File: config.mk
export PLATFORM = sky130hd
export DESIGN_NAME = reg_bus_ctrl_flat
export DESIGN_NICKNAME = d
export VERILOG_FILES = /design/src/rtl/reg_bus_ctrl_if.sv /design/src/rtl/reg_bus_ctrl.sv /design/src/flat_wrapper.sv
export SDC_FILE = /design/constraint.sdc
export NUM_CORES = 1
export LEC_CHECK = 0
export CORE_MARGIN = 2
export CORE_UTILIZATION = 30
export CTS_CLUSTER_SIZE = 20
export DETAILED_ROUTE_END_ITERATION = 8
export HOLD_SLACK_MARGIN = 0.1
export PLACE_DENSITY = 0.69
export RECOVER_POWER = 100
export SYNTH_ARGS = -nofsm -noshare
export SYNTH_HDL_FRONTEND = slang
export SYNTH_SLANG_ARGS = --single-unit
File: constraint.sdc
create_clock -name clk -period 1.7 [get_ports clk]
set_clock_uncertainty 0.1 [all_clocks]
set_input_delay 0.51 -clock clk [delete_from_list [all_inputs] [get_ports clk]]
set_output_delay 0.51 -clock clk [all_outputs]
set_load 0.02 [all_outputs]
File: src/rtl/reg_bus_ctrl_if.sv
// Signal bundle between datapath control, reg_bus_ctrl and the shared 16-bit register bus.
// Optional xfer_count member exists only when XFER_COUNT_EN is defined.
interface reg_bus_ctrl_if #(
  parameter int unsigned NREG  = 8,
  parameter int unsigned IDX_W = 3
);

  logic             req;
  logic             imm_sel;
  logic [IDX_W-1:0] src;
  logic [IDX_W-1:0] dst;
  logic [15:0]      imm;
  logic             ready;
  logic             done;
  logic             err;
  logic [NREG-1:0]  read_en;
  logic [NREG-1:0]  write_en;
  logic             bus_oe;
  logic [15:0]      bus_out;
  logic [15:0]      bus_in;
  logic [15:0]      data_out;
`ifdef XFER_COUNT_EN
  logic [15:0]      xfer_count;
`endif

  // Controller side: initiates register-bus strobes.
  modport master (
    input  req, imm_sel, src, dst, imm, bus_in,
`ifdef XFER_COUNT_EN
    output xfer_count,
`endif
    output ready, done, err, read_en, write_en, bus_oe, bus_out, data_out
  );

  // Requester and register-bank side.
  modport slave (
    output req, imm_sel, src, dst, imm, bus_in,
`ifdef XFER_COUNT_EN
    input  xfer_count,
`endif
    input  ready, done, err, read_en, write_en, bus_oe, bus_out, data_out
  );

endinterface

File: src/rtl/reg_bus_ctrl.sv
// Shared register-bus initiator: one word per request, register->register or immediate->register.
// Define XFER_COUNT_EN to add a saturating completed-transfer counter (xfer_count).
module reg_bus_ctrl #(
  parameter int unsigned NREG  = 8,
  parameter int unsigned IDX_W = 3
) (
  input  logic           clk,
  input  logic           reset_n,
  reg_bus_ctrl_if.master bus
);

  localparam logic [2:0] StIdle  = 3'd0;
  localparam logic [2:0] StRead  = 3'd1;
  localparam logic [2:0] StWrite = 3'd2;
  localparam logic [2:0] StHold  = 3'd3;
  localparam logic [2:0] StDone  = 3'd4;
  localparam logic [2:0] StErr   = 3'd5;

  // Bit i set when index i addresses an existing register; covers every encodable index.
  localparam int unsigned     NIdx     = 2 ** IDX_W;
  localparam logic [NIdx-1:0] IdxValid = NIdx'((64'd1 << NREG) - 64'd1);

  logic [2:0]       state_q, state_d;
  logic             imm_sel_q, imm_sel_d;
  logic [IDX_W-1:0] src_q, src_d;
  logic [IDX_W-1:0] dst_q, dst_d;
  logic [15:0]      imm_q, imm_d;
  logic [15:0]      data_out_q, data_out_d;

  logic             dst_bad;
  logic             src_bad;
  logic             is_noop;
  logic             src_drive;
  logic [NREG-1:0]  read_en;
  logic [NREG-1:0]  write_en;
  logic             bus_oe;

  assign dst_bad = !IdxValid[bus.dst];
  assign src_bad = !bus.imm_sel && !IdxValid[bus.src];
  assign is_noop = !bus.imm_sel && (bus.src == bus.dst);

  always_comb begin
    state_d    = state_q;
    imm_sel_d  = imm_sel_q;
    src_d      = src_q;
    dst_d      = dst_q;
    imm_d      = imm_q;
    data_out_d = data_out_q;
    case (state_q)
      StIdle: begin
        if (bus.req) begin
          imm_sel_d = bus.imm_sel;
          src_d     = bus.src;
          dst_d     = bus.dst;
          imm_d     = bus.imm;
          if (dst_bad || src_bad) begin
            state_d = StErr;
          end else if (is_noop) begin
            state_d = StDone;
          end else begin
            state_d = StRead;
          end
        end
      end
      StRead:  state_d = StWrite;
      StWrite: begin
        state_d    = StHold;
        data_out_d = bus.bus_in;
      end
      StHold:  state_d = StDone;
      StDone:  state_d = StIdle;
      StErr:   state_d = StIdle;
      default: state_d = StIdle;
    endcase
  end

  always_ff @(posedge clk or negedge reset_n) begin
    if (!reset_n) begin
      state_q    <= StIdle;
      imm_sel_q  <= 1'b0;
      src_q      <= '0;
      dst_q      <= '0;
      imm_q      <= '0;
      data_out_q <= '0;
    end else begin
      state_q    <= state_d;
      imm_sel_q  <= imm_sel_d;
      src_q      <= src_d;
      dst_q      <= dst_d;
      imm_q      <= imm_d;
      data_out_q <= data_out_d;
    end
  end

  // Strobes decode straight from reset flops so an async reset drops them in the same timestep.
  assign src_drive = (state_q == StRead) || (state_q == StWrite) || (state_q == StHold);
  assign bus_oe    = src_drive && imm_sel_q;

  always_comb begin
    read_en  = '0;
    write_en = '0;
    for (int unsigned i = 0; i < NREG; i++) begin
      read_en[i]  = src_drive && !imm_sel_q && (src_q == IDX_W'(i));
      write_en[i] = (state_q == StWrite) && (dst_q == IDX_W'(i));
    end
  end

  assign bus.ready    = (state_q == StIdle);
  assign bus.done     = (state_q == StDone);
  assign bus.err      = (state_q == StErr);
  assign bus.read_en  = read_en;
  assign bus.write_en = write_en;
  assign bus.bus_oe   = bus_oe;
  assign bus.bus_out  = bus_oe ? imm_q : 16'h0000;
  assign bus.data_out = data_out_q;

`ifdef XFER_COUNT_EN
  logic [15:0] xfer_count_q, xfer_count_d;

  always_comb begin
    xfer_count_d = xfer_count_q;
    if ((state_q == StDone) && (xfer_count_q != 16'hFFFF)) begin
      xfer_count_d = xfer_count_q + 16'd1;
    end
  end

  always_ff @(posedge clk or negedge reset_n) begin
    if (!reset_n) begin
      xfer_count_q <= '0;
    end else begin
      xfer_count_q <= xfer_count_d;
    end
  end

  assign bus.xfer_count = xfer_count_q;
`endif

  a_read_onehot: assert property (@(posedge clk) disable iff (!reset_n) $onehot0(read_en));
  a_write_onehot: assert property (@(posedge clk) disable iff (!reset_n) $onehot0(write_en));
  a_no_contention: assert property (@(posedge clk) disable iff (!reset_n)
    !(bus_oe && (read_en != '0)));
  // A destination may only latch after its source has had a full cycle on the bus.
  a_src_settled: assert property (@(posedge clk) disable iff (!reset_n)
    (write_en != '0) |-> $past(src_drive));

endmodule

File: src/flat_wrapper.sv
// flat-port wrapper written by rule: the top's interface ports become plain ports
module reg_bus_ctrl_flat 
#(
  parameter int unsigned NREG  = 8,
  parameter int unsigned IDX_W = 3
)
  (clk, reset_n, bus_req, bus_imm_sel, bus_src, bus_dst, bus_imm, bus_bus_in, bus_ready, bus_done, bus_err, bus_read_en, bus_write_en, bus_bus_oe, bus_bus_out, bus_data_out);
  reg_bus_ctrl_if #(.NREG(NREG), .IDX_W(IDX_W)) bus_i ();
  input  logic clk;
  input  logic reset_n;
  input wire logic [$bits(bus_i.req)-1:0] bus_req;
  input wire logic [$bits(bus_i.imm_sel)-1:0] bus_imm_sel;
  input wire logic [$bits(bus_i.src)-1:0] bus_src;
  input wire logic [$bits(bus_i.dst)-1:0] bus_dst;
  input wire logic [$bits(bus_i.imm)-1:0] bus_imm;
  input wire logic [$bits(bus_i.bus_in)-1:0] bus_bus_in;
  output wire logic [$bits(bus_i.ready)-1:0] bus_ready;
  output wire logic [$bits(bus_i.done)-1:0] bus_done;
  output wire logic [$bits(bus_i.err)-1:0] bus_err;
  output wire logic [$bits(bus_i.read_en)-1:0] bus_read_en;
  output wire logic [$bits(bus_i.write_en)-1:0] bus_write_en;
  output wire logic [$bits(bus_i.bus_oe)-1:0] bus_bus_oe;
  output wire logic [$bits(bus_i.bus_out)-1:0] bus_bus_out;
  output wire logic [$bits(bus_i.data_out)-1:0] bus_data_out;
  assign bus_i.req = bus_req;
  assign bus_i.imm_sel = bus_imm_sel;
  assign bus_i.src = bus_src;
  assign bus_i.dst = bus_dst;
  assign bus_i.imm = bus_imm;
  assign bus_i.bus_in = bus_bus_in;
  assign bus_ready = bus_i.ready;
  assign bus_done = bus_i.done;
  assign bus_err = bus_i.err;
  assign bus_read_en = bus_i.read_en;
  assign bus_write_en = bus_i.write_en;
  assign bus_bus_oe = bus_i.bus_oe;
  assign bus_bus_out = bus_i.bus_out;
  assign bus_data_out = bus_i.data_out;
  reg_bus_ctrl #(.NREG(NREG), .IDX_W(IDX_W)) u_core (.clk(clk), .reset_n(reset_n), .bus(bus_i));
endmodule
### Word level (Yosys, flattened, before mapping)

Memories as Yosys holds them, arrays and structs flattened.
Index checks and enable logic that the tools add are counted.

| cells by class | value |
|---|---|
| multiplexer cells | 7 |
| equality and inequality tests | 21 |
| order comparisons | 2 |
| reduce and logical (&&, ||, !) cells | 31 |

Operators by type and width:

| operator | count |
|---|---|
| $eq A3 B3 Y1 const B | 10 |
| $logic_and A1 B1 Y1 | 20 |
| $eq A3 B2 Y1 const B | 6 |
| $mux W16 | 1 |
| $pmux W3 S4 | 1 |
| $eq A3 B1 Y1 const B | 3 |
| $logic_not A3 Y1 | 3 |
| $mux W3 | 3 |
| $lt A3 B4 Y1 const B | 2 |
| $logic_not A1 Y1 | 4 |
| $eq A3 B3 Y1 | 1 |
| $logic_or A1 B1 Y1 | 3 |
| $mux W1 | 2 |
| $ne A2 B2 Y1 const B | 1 |
| $reduce_and A2 Y1 | 1 |

| storage, ports and cells | value |
|---|---|
| logic and storage cells | 69 |
| ROM bits | 16 |
| input bits | 42 |
| memories | 2 |
| register bits | 42 |

Memory list:

| name | depth | bits a word | rd ports | clocked after Yosys merged registers in | write ports | RTL line | RTL |
|---|---|---|---|---|---|---|---|
| (name not given) | 8 | 1 | 1 | 0 | 0 | reg_bus_ctrl.sv:39 | `assign src_bad = !bus.imm_sel && !IdxValid[bus.src];` |
| (name not given) | 8 | 1 | 1 | 0 | 0 | reg_bus_ctrl.sv:38 | `assign dst_bad = !IdxValid[bus.dst];` |

### Depth between registers and ports, before layout

Gate-level depths: netlist (run 1).

| depth | value |
|---|---|
| word-level depth | 8 |
| gate-level depth with buffers | 5 |
| gate-level depth less buffers | 3 |

### Worst setup path after synthesis (run 1)

Ideal clock, no wire load.

| timing path | value |
|---|---|
| path type | register to output |
| start point | register u_core.state_q[2] |
| end point | output port bus_read_en[6] |
| arrival time | 1.606 ns |
| slack | -0.516 ns |
| cell stages (with the launch flop) | 4 |
| buffers on the path | 1 |
| cell sequence | dfrtp_1 > buf_4 > or4b_4 > nor3b_1 |

| between the ends | value |
|---|---|
| longest elaborated chain between the ends | 5 |

RTL lines:

| what | RTL line | RTL |
|---|---|---|
| from (decl) | reg_bus_ctrl.sv:23 | `logic [2:0] state_q, state_d;` |
| from (signal assigned) | reg_bus_ctrl.sv:79 | `state_q <= StIdle;` |
| from (signal assigned) | reg_bus_ctrl.sv:86 | `state_q <= state_d;` |
| $eq A3 B1 Y1 / $eq A3 B2 Y1 (equally long branches) | reg_bus_ctrl.sv:96 | `assign src_drive = (state_q == StRead) \|\| (state_q == StWrite) \|\| (state_q == StHold);` |
| $logic_or A1 B1 Y1 | reg_bus_ctrl.sv:96 |  |
| $logic_or A1 B1 Y1 (*) | reg_bus_ctrl.sv:96 |  |
| $logic_and A1 B1 Y1 (*) (2 in series) | reg_bus_ctrl.sv:103 | `read_en[i] = src_drive && !imm_sel_q && (src_q == IDX_W'(i));` |
| to (decl) | flat_wrapper.sv:20 | `output wire logic [$bits(bus_i.read_en)-1:0] bus_read_en;` |

Every way passes the cells marked *; elsewhere a longest branch is shown, timed or not.

### Final worst setup path (run 1)

| timing path | value |
|---|---|
| start point | register u_core.state_q[0] |
| end point | output port bus_read_en[6] |

The elaborated chain is that of the path after synthesis.

==> flow_summary.toml, run 1 <==
[clocking]
cts_root_buffer = "clkbuf_8"
cts_tree = "done"
clkTransAtPathRegs_ns = 0.08
ctsHtreeMaxLevel = 2
cts_sinks = 42
cts_buffer_depth = 2
cts_buffers = 5
clock_latency_ns = 0.29

[cells_and_area]
layout_common_cells = "52 x buf_6, 42 x dfrtp_1, 39 x clkdlybuf4s50_1"
fillCellCount = 541
drive_gt1_frac = 0.593
diodes = 0
fin_area_um2 = 3790
area_growth_pct = 93.4
fin_nets = 321
final_core_util = 0.600
mostFrequentLayoutCell = "buf_6"

[yosys]
syn-num-nets = 188
ys_ff_latch = 42
synth.distinct_cells = 29
ys_seq_area_frac = 0.537
yosysWarningCount = 0
syn_area_um2 = 1960
syn_inst = 146
avgSynthCellArea_um2 = 13.4

[power]
power.density_nw_per_um2 = 2010
switching_power_mw = 2.82
power.internal_mw = 4.78
seqPwrFrac = 0.255
switching_share = 0.372
power_frac_comb = 0.642
ir_worst_vdd_mv = 0.997
cellLeakagePower_nw = 1.72
power_frac_clock = 0.103

[worst_setup_path]
critPathKind = "flop to output pin"
crit_arrival_ns = 1.67
cp_cell_sequence = "nor2_4, or4b_4, nor3b_4, buf_6"
endpoint_kind = "output pin"
cp-start-kind = "flop"
cp.required_ns = 1.09
max_stage_delay_ns = 0.55
path_max_fanout = 4
slowest_stage = "or4b_4"

[floorplan]
rows = 29
initial_core_util = 0.310
ios = 94
die_h_um = 84.8
coreArea_um2 = 6310
die_w_um = 84.8
fp.dieArea_um2 = 7190

[global_route]
antenna_found_initial = 0
grt_pass1_vias = 1682
grt_pass1_wl_um = 8330
grt_util_all_layers = 0.146
grt_max_degree = 43
overflow = 0

[place]
dp_slack_ns = -0.709
place_area_um2 = 3250
gp_congestion = 0.705
dp_hpwl_um = 3420
numPortBuffers = 93

[timing]
rsz0062_at_grt = "true"
tightest_slew_ns = 0.583
slew_viol_final = 0
fin_hold_ws_ns = 0.409
layout_setup_ws_ns = -0.585
setup_viol = 75
period_share = 1.34
slew_headroom = 0.611
fin_crit_ns = 2.28
timing.fmax_ghz = 0.438
finalHoldViolCount = 0

[run]
drv_cap = 0

[min_path]
min_path_type = "flop to flop"

[drt]
routedWlPerCell_um = 14.6
vias_per_cell = 4.59
drcViolationCount = 0
first_pass_iters = 4
wirelength_um = 5220
vias = 1637
ant_nets = 0
drtIter0Drc = 30

[run_status]
violations = "negative setup slack"
outcome = "complete, but fails checks"
[worst max-delay path, delay by kind of cell (launching register included)]
kind                   cells  cell delay [ns]
buffers and inverters      1             0.14
DFF                        1             0.43
and+or+nand+nor            3             0.81
[final cells by class]
type	instances	area, um2	area share
clock inverter	3	40.0	0.0106
timing repair buffer	133	1340	0.354
tap	77	96.3	0.0254
sequential	42	1050	0.278
multi-input combinational	96	1180	0.313
inverter	1	3.75	0.000991
clock buffer	5	68.8	0.0182
[per-layer routing]
layer	global-route usage	share of wire
met1	0.201	0.43
met2	0.220	0.49
met3	0.0590	0.072
met4	0.0260	0.0056
met5	0	0
[synth_stat cells]
| library cell | instances | area (um2) |
|---|---|---|
| buf_6 | 4 | 45.0 |
| buf_4 | 2 | 15.0 |
| and3_1 | 1 | 6.26 |
| nand2_2 | 1 | 6.26 |
| and2_1 | 16 | 100 |
| inv_1 | 1 | 3.75 |
| nor3b_2 | 1 | 12.5 |
| buf_2 | 1 | 5.00 |
| nand2b_1 | 2 | 12.5 |
| nor3b_1 | 3 | 22.5 |
| o31ai_1 | 1 | 7.51 |
| mux2_1 | 19 | 214 |
| nand2b_4 | 1 | 13.8 |
| nor3_4 | 1 | 16.3 |
| mux2_2 | 20 | 225 |
| nor2_1 | 6 | 22.5 |
| nand2_1 | 3 | 11.3 |
| and3b_1 | 2 | 17.5 |
| nor4_1 | 3 | 18.8 |
| or4b_4 | 1 | 13.8 |
| nor3_1 | 6 | 30.0 |
| nor3_2 | 1 | 10.0 |
| a32o_1 | 1 | 10.0 |
| nor2_2 | 1 | 6.26 |
| nor3b_4 | 1 | 18.8 |
| dfrtp_1 | 42 | 1050 |
| nand3b_1 | 1 | 7.51 |
| xor2_1 | 3 | 26.3 |
| xnor2_1 | 1 | 8.76 |
[repair_timing]
item / 4_1_cts / 5_1_grt
hold endpoints to repair: 42 / 0
resized for setup: 254 / 66
setup endpoints to repair: 86 / 75
hold buffers: 1 / 0
setup buffers: 8 / 8
pin swaps: 3 / 20
gates cloned: 3 / 1
[kinds of logic after synthesis]
group | Yosys count | share of synthesized area
xor+xnor | 4 | 0.0179
mux | 39 | 0.224
flops | 42 | 0.537
buf+inv | 8 | 0.0351
simple gates | 51 | 0.177
compound gates | 2 | 0.00895
[stage by stage]
step,TNS [ns],power [mW],cells
4_1_cts,-18.03,6.87,349
2_1_floorplan,-3.73,4.08,146
3_5_place_dp,-31.79,5.62,331
5_1_grt,-26.42,8.04,357
3_3_place_gp,-31.07,5.54,331
6_report,-20.55,7.60,357
[state kept, by name, summed over array words and instances, names as in the netlist]
register,cells
u_core.state_q,3
u_core.src_q,3
u_core.imm_sel_q,1
u_core.imm_q,16
u_core.dst_q,3
u_core.bus.data_out,16
[power groups by stage]
stage          clock network, mW  logic (mW)  registers (mW)
3_3_place_gp                   0        3.66            1.88
5_1_grt                    0.854        5.17            2.02
2_1_floorplan                  0        1.96            2.12
4_1_cts                    0.807        4.16            1.90
3_5_place_dp                   0        3.70            1.92
6_report                   0.783        4.88            1.94
[final timing paths]
path                                                     start                             endpoint  slack, ns  cells past startpoint
setup reg to reg                 u_core.state_q[2]$_DFFE_PN0P_          u_core.src_q[0]$_DFFE_PN0P_      -0.15                      7
hold reg to reg            u_core.bus.data_out[15]$_DFFE_PN0P_  u_core.bus.data_out[15]$_DFFE_PN0P_       0.41                      1
setup / recovery                 u_core.state_q[0]$_DFFE_PN0P_                       bus_read_en[6]      -0.58                      4
min in group asynchronous                              reset_n   u_core.bus.data_out[9]$_DFFE_PN0P_       0.75                      3
max in group asynchronous                              reset_n   u_core.bus.data_out[1]$_DFFE_PN0P_       0.35                      3
hold / removal             u_core.bus.data_out[15]$_DFFE_PN0P_  u_core.bus.data_out[15]$_DFFE_PN0P_       0.41                      1
Note: power is estimated with default switching activity, not from simulation.
==> inputs of run 2 (changes only) <==
--- a/config.mk
+++ b/config.mk
@@ -6,11 +6,11 @@
 export NUM_CORES = 1
 export LEC_CHECK = 0
 export CORE_MARGIN = 2
-export CORE_UTILIZATION = 30
+export CORE_UTILIZATION = 35
 export CTS_CLUSTER_SIZE = 20
 export DETAILED_ROUTE_END_ITERATION = 8
 export HOLD_SLACK_MARGIN = 0.1
-export PLACE_DENSITY = 0.69
+export PLACE_DENSITY = 0.73
 export RECOVER_POWER = 100
 export SYNTH_ARGS = -nofsm -noshare
 export SYNTH_HDL_FRONTEND = slang
==> run 2 against run 1 <==
  * Critical endpoint is now bus_bus_out[3]
  * The flow still finishes with violations (negative setup slack)
  * Critical path type unchanged
  * Die area shrank 14%
  * Clock-buffer cell count grew 1
  * Non-clock buffer count grew 5
  * Routed wire length grew 15%
  * Flip-flop and latch count is the same
  * Fmax grew 0.12%
  * Setup slack gained 0.0027 ns
==> flow_summary.toml, run 2 (synthesized netlist as in run 1, its figures left out) <==
[place]
numPortBuffers = 93
dp_hpwl_um = 3650
numPlacedInstances = 328
dp_slack_ns = -0.713
gp_congestion = 0.761

[global_route]
grt_max_degree = 43
met2_usage = 0.350
grt_util_all_layers = 0.198
antenna_found_initial = 0
use_met1 = 0.220
grtUsageMet3 = 0.0761
grt_pass1_wl_um = 9470
grt-busiest-layer = "met2"
overflow = 0
grt_pass1_vias = 1904

[timing]
setup_viol = 76
fin_crit_ns = 2.28
tightest_slew_ns = 0.586
fin_tns_setup_ns = -22.12
layout_setup_ws_ns = -0.582
slew_viol_final = 0
finalHoldViolCount = 0
fin_hold_ws_ns = 0.408
period_share = 1.34
rsz0062_at_grt = "true"
slew_headroom = 0.609
timing.fmax_ghz = 0.438

[worst_setup_path]
cp_cell_sequence = "nor2_4, buf_4, nor3b_4, buf_6, and2_4, buf_6"
crit_arrival_ns = 1.67
cp-startpoint = "u_core.state_q[0]$_DFFE_PN0P_"
cp.required_ns = 1.09
rr_startpoint = "u_core.state_q[1]$_DFFE_PN0P_"
worst-r2r-cell-count = 8
cp.depth = 6
path_max_fanout = 8
r2r-end = "u_core.imm_q[13]$_DFFE_PN0P_"
max_stage_delay_ns = 0.42
endpoint_kind = "output pin"
cp_num_buf_inv = 3
r2r_slack_ns = -0.19
cpLargestDelayFamily = "simple AND/OR/NAND/NOR gates"
cp-start-kind = "flop"
critPathKind = "flop to output pin"
cpMostUsedCell = "buf_6"
endpoint = "bus_bus_out[3]"
slowest_stage = "dfrtp_1"

[power]
switching_power_mw = 2.97
power_frac_comb = 0.671
cellLeakagePower_nw = 1.79
ir_worst_vdd_mv = 1.06
power_frac_clock = 0.082
switching_share = 0.380
seqPwrFrac = 0.247
power.density_nw_per_um2 = 2010
power.internal_mw = 4.85

[floorplan]
ios = 94
fp.dieArea_um2 = 6210
initial_core_util = 0.360
die_w_um = 78.8
coreArea_um2 = 5440
rows = 27
die_h_um = 78.8

[clocking]
ctsHtreeMaxLevel = 2
clkTransAtPathRegs_ns = 0.08
cts_tree = "done"
cts_buffers = 5
cts_sinks = 42
cts_buffer_depth = 2
cts_root_buffer = "clkbuf_8"
clock_latency_ns = 0.30

[cells_and_area]
layout_common_cells = "47 x buf_6, 42 x dfrtp_1, 39 x mux2_4, 39 x clkdlybuf4s50_1, 25 x buf_4"
fin_nets = 326
mostFrequentLayoutCell = "buf_6"
drive_gt1_frac = 0.607
final_core_util = 0.715
final_cells = 357
diodes = 0
area_growth_pct = 98.7

[drt]
drtIter0Drc = 44
wirelength_um = 6020
drcViolationCount = 0
vias = 1688
vias_per_cell = 4.73
first_pass_iters = 4
ant_nets = 0
routedWlPerCell_um = 16.9

[run_status]
violations = "negative setup slack"
outcome = "complete, but fails checks"

[run]
drv_cap = 0

[min_path]
hold_path.startpoint = "u_core.bus.data_out[13]$_DFFE_PN0P_"
min_path_type = "flop to flop"
==> run 2: changes by cell type in the layout (fill, tap and decap cells not counted), sizes merged <==
| cell | previous run | this run |
|---|---|---|
| bufinv | 1 | 0 |
| buf | 75 | 79 |
| clkbuf | 6 | 8 |
==> run 2: through the flow <==
step	cell area (um2)	total power, mW
global placement	3270	5.59
CTS	3670	7.12
global route	3890	8.24
floorplan	2120	4.08
detailed placement	3270	5.68
finish	3890	7.82
==> run 2: final cells by class <==
type | count | area, um2
Clock buffer | 6 | 72.6
Tap cell | 72 | 90.1
Inverter | 1 | 3.75
Sequential cell | 42 | 1050
Multi-Input combinational cell | 96 | 1220
Fill cell | 405 | 1550
Timing Repair Buffer | 138 | 1440
Clock inverter | 2 | 13.8
==> run 2: power groups by stage <==
stage,logic (mW),clock network [mW],registers [mW]
5_1_grt,5.54,0.699,2.01
6_report,5.25,0.645,1.93
3_3_place_gp,3.73,0,1.87
4_1_cts,4.56,0.657,1.90
3_5_place_dp,3.78,0,1.90
2_1_floorplan,1.96,0,2.12
==> run 2: timing repair <==
item	in CTS	in global routing
pin swaps	4	5
setup buffers	10	8
setup endpoints to repair	85	76
cloned	5	1
gates resized for setup	274	50
endpoints found under the hold margin	42	0
hold buffers	1	0
==> run 2: layer usage <==
metal	wire [um]	vias to the layer above
met5	0	-
met2	3140	57
li1	-	779
met3	471	7
met1	2320	845
met4	89	0
==> run 2: worst min path at each step <==
stage / slack (ns) / cells after the start / end
global route: 0.43 / 1 / u_core.bus.data_out[13]$_DFFE_PN0P_
CTS: 0.39 / 1 / u_core.bus.data_out[13]$_DFFE_PN0P_
global placement: 0.36 / 1 / u_core.imm_q[4]$_DFFE_PN0P_
floorplan: 0.11 / 0 / u_core.bus.data_out[0]$_DFFE_PN0P_
detailed placement: 0.37 / 1 / u_core.imm_q[3]$_DFFE_PN0P_
finish: 0.41 / 1 / u_core.bus.data_out[13]$_DFFE_PN0P_
==> run 2: worst reg2reg max path: stages, from the launching register on <==
cell     delay, ns
dfrtp_1       0.42
buf_6         0.15
buf_6         0.11
buf_6         0.12
nor3_4        0.22
buf_6         0.14
buf_12        0.10
buf_16        0.12
mux2_4        0.30
==> inputs of run 3 (changes only) <==
--- a/config.mk
+++ b/config.mk
@@ -10,8 +10,8 @@
 export CTS_CLUSTER_SIZE = 20
 export DETAILED_ROUTE_END_ITERATION = 8
 export HOLD_SLACK_MARGIN = 0.1
-export PLACE_DENSITY = 0.73
-export RECOVER_POWER = 100
+export PLACE_DENSITY = 0.71
+export RECOVER_POWER = 50
 export SYNTH_ARGS = -nofsm -noshare
 export SYNTH_HDL_FRONTEND = slang
 export SYNTH_SLANG_ARGS = --single-unit
==> constraint.sdc (replaced) <==
create_clock -name clk -period 2.7 [get_ports clk]
set_clock_uncertainty 0.1 [all_clocks]
set_input_delay 0.81 -clock clk [delete_from_list [all_inputs] [get_ports clk]]
set_output_delay 0.81 -clock clk [all_outputs]
set_load 0.02 [all_outputs]
==> run 3 against run 2 <==
  * The run now ends clean
  * Utilization fell by 17 points
  * Non-clock buffer count fell by 35
  * First-iteration DRC count fell by 18%
  * Clock power fell by 37%
  * Sequential power fell by 40%
  * Design area fell by 24%
  * Via count fell by 12%
  * Sequential share of layout area rose by 8.7 points
  * Global-route usage fell by 5.4 points
  * Critical path depth fell by 3
  * Combinational power fell by 65%
  * Power fell by 56%
  * Critical path type unchanged
  * Largest power group unchanged
==> flow_summary.toml, run 3 (synthesized netlist as in run 1, its figures left out) <==
[power]
seqPwrFrac = 0.337
switching_share = 0.387
cellLeakagePower_nw = 1.30
power_frac_clock = 0.119
power.internal_mw = 2.10
ir_worst_vdd_mv = 0.515
switching_power_mw = 1.33
power.density_nw_per_um2 = 1160
power_frac_comb = 0.544

[worst_setup_path]
r2r-end = "u_core.bus.data_out[5]$_DFFE_PN0P_"
r2r_slack_ns = 0.61
crit_arrival_ns = 1.70
worst-r2r-cell-count = 4
endpoint_kind = "output pin"
path_max_fanout = 4
cp.required_ns = 1.79
cp-start-kind = "flop"
rr_startpoint = "u_core.state_q[0]$_DFFE_PN0P_"
critPathKind = "flop to output pin"

[place]
gp_congestion = 0.730
numPlacedInstances = 314
numPortBuffers = 93
dp_hpwl_um = 3200

[clocking]
ctsHtreeMaxLevel = 2
cts_root_buffer = "clkbuf_8"
cts_buffer_depth = 2
clock_latency_ns = 0.29
holdBufCountCts = 0
cts_buffers = 5
clkTransAtPathRegs_ns = 0.08
cts_tree = "done"
cts_sinks = 42

[global_route]
grt_max_degree = 25
overflow = 0
antenna_found_initial = 0
grt_pass1_vias = 1506
grt_pass1_wl_um = 6940
grt_util_all_layers = 0.144

[floorplan]
rows = 27
ios = 94
coreArea_um2 = 5440
die_h_um = 78.8
die_w_um = 78.8
fp.dieArea_um2 = 6210
initial_core_util = 0.360

[timing]
fin_tns_setup_ns = 0
rsz0062_at_grt = "false"
slew_viol_final = 0
tightest_slew_ns = 1.09
slew_headroom = 0.275
fin_crit_ns = 2.61
finalHoldViolCount = 0
setup_viol = 0
period_share = 0.967
timing.fmax_ghz = 0.383

[drt]
drtIter0Drc = 36
first_pass_iters = 4
vias_per_cell = 4.63
routedWlPerCell_um = 13.2
vias = 1490
wirelength_um = 4240
drcViolationCount = 0
ant_nets = 0

[cells_and_area]
drive_gt1_frac = 0.268
final_cells = 322
fin_nets = 291
mostFrequentLayoutCell = "clkdlybuf4s50_1"
layout_common_cells = "56 x clkdlybuf4s50_1, 42 x dfrtp_1, 22 x clkbuf_2"
area_growth_pct = 50.1
diodes = 0

[run]
drv_cap = 0

[min_path]
hold_path.startpoint = "u_core.imm_q[5]$_DFFE_PN0P_"
min_path_type = "flop to flop"
whs_endpoint = "u_core.imm_q[5]$_DFFE_PN0P_"
min_path_cells = 1

[run_status]
outcome = "finished, final reports clean"
-- run 3: cell types whose count changed in the layout (fill, tap and decap cells not counted), sizes merged, moves of 4 or more --
cell	delta
buf	-69
clkbuf	+23
clkdlybuf4s15	+4
clkdlybuf4s50	+17
dlygate4sd2	-11
-- run 3: worst max path at each step --
stage / startpoint / end / slack (ns) / cells past startpoint
2_1_floorplan: u_core.state_q[2]$_DFFE_PN0P_ / bus_read_en[6] / 0.18 / 3
3_3_place_gp: u_core.state_q[2]$_DFFE_PN0P_ / bus_read_en[6] / 0.03 / 3
3_5_place_dp: u_core.state_q[2]$_DFFE_PN0P_ / bus_read_en[0] / -0.02 / 5
4_1_cts: u_core.state_q[2]$_DFFE_PN0P_ / bus_read_en[6] / 0.007 / 3
5_1_grt: u_core.state_q[2]$_DFFE_PN0P_ / bus_read_en[1] / 0.0005 / 5
6_report: u_core.state_q[2]$_DFFE_PN0P_ / bus_read_en[7] / 0.09 / 3
-- run 3: area by class of cell --
cell class / instances / area, um2
Clock buffer: 7 / 86.3
Clock inverter: 1 / 5.00
Multi-Input combinational cell: 96 / 828
Timing Repair Buffer: 103 / 875
Sequential cell: 42 / 1050
Inverter: 1 / 3.75
Tap cell: 72 / 90.1
Fill cell: 521 / 2500
-- run 3: power groups by stage --
| stage | Combinational (mW) | Clock, mW | Sequential (mW) |
|---|---|---|---|
| detailed placement | 2.06 | 0 | 1.17 |
| global route | 2.01 | 0.452 | 1.20 |
| CTS | 1.96 | 0.429 | 1.16 |
| finish | 1.86 | 0.407 | 1.15 |
| global placement | 2.04 | 0 | 1.15 |
| floorplan | 1.08 | 0 | 1.27 |
-- run 3: timing repair --
action | 4_1_cts | 5_1_grt
buffers inserted | 0 | 0
endpoints found under the setup margin | 33 | 26
gates resized for setup | 46 | 51
-- run 3: critical path: stages, from the launching register on --
cell	delay, ns
dfrtp_1	0.40
or4b_4	0.57
nor2_1	0.10
dlygate4sd2_1	0.34
-- run 3: routing by layer --
layer	up-vias	global-route usage	wire length [um]
li1	715	-	-
met1	715	0.180	1880
met2	56	0.234	2000
met3	4	0.0466	328
met4	0	0.0526	37
met5	-	0	0
-- run 3: per-stage QoR --
stage | worst slack, ns | power (mW) | util | instance area, um2 | hold WS, ns
global placement | 0.0285 | 3.19 | 0.551 | 3000 | 0.362
finish | 0.0878 | 3.42 | 0.540 | 2940 | 0.377
detailed placement | -0.0165 | 3.23 | 0.551 | 3000 | 0.367
floorplan | 0.184 | 2.35 | - | 1960 | 0.349
CTS | 0.00682 | 3.55 | 0.563 | 3060 | 0.375
global route | 0.000464 | 3.66 | 0.540 | 2940 | 0.399
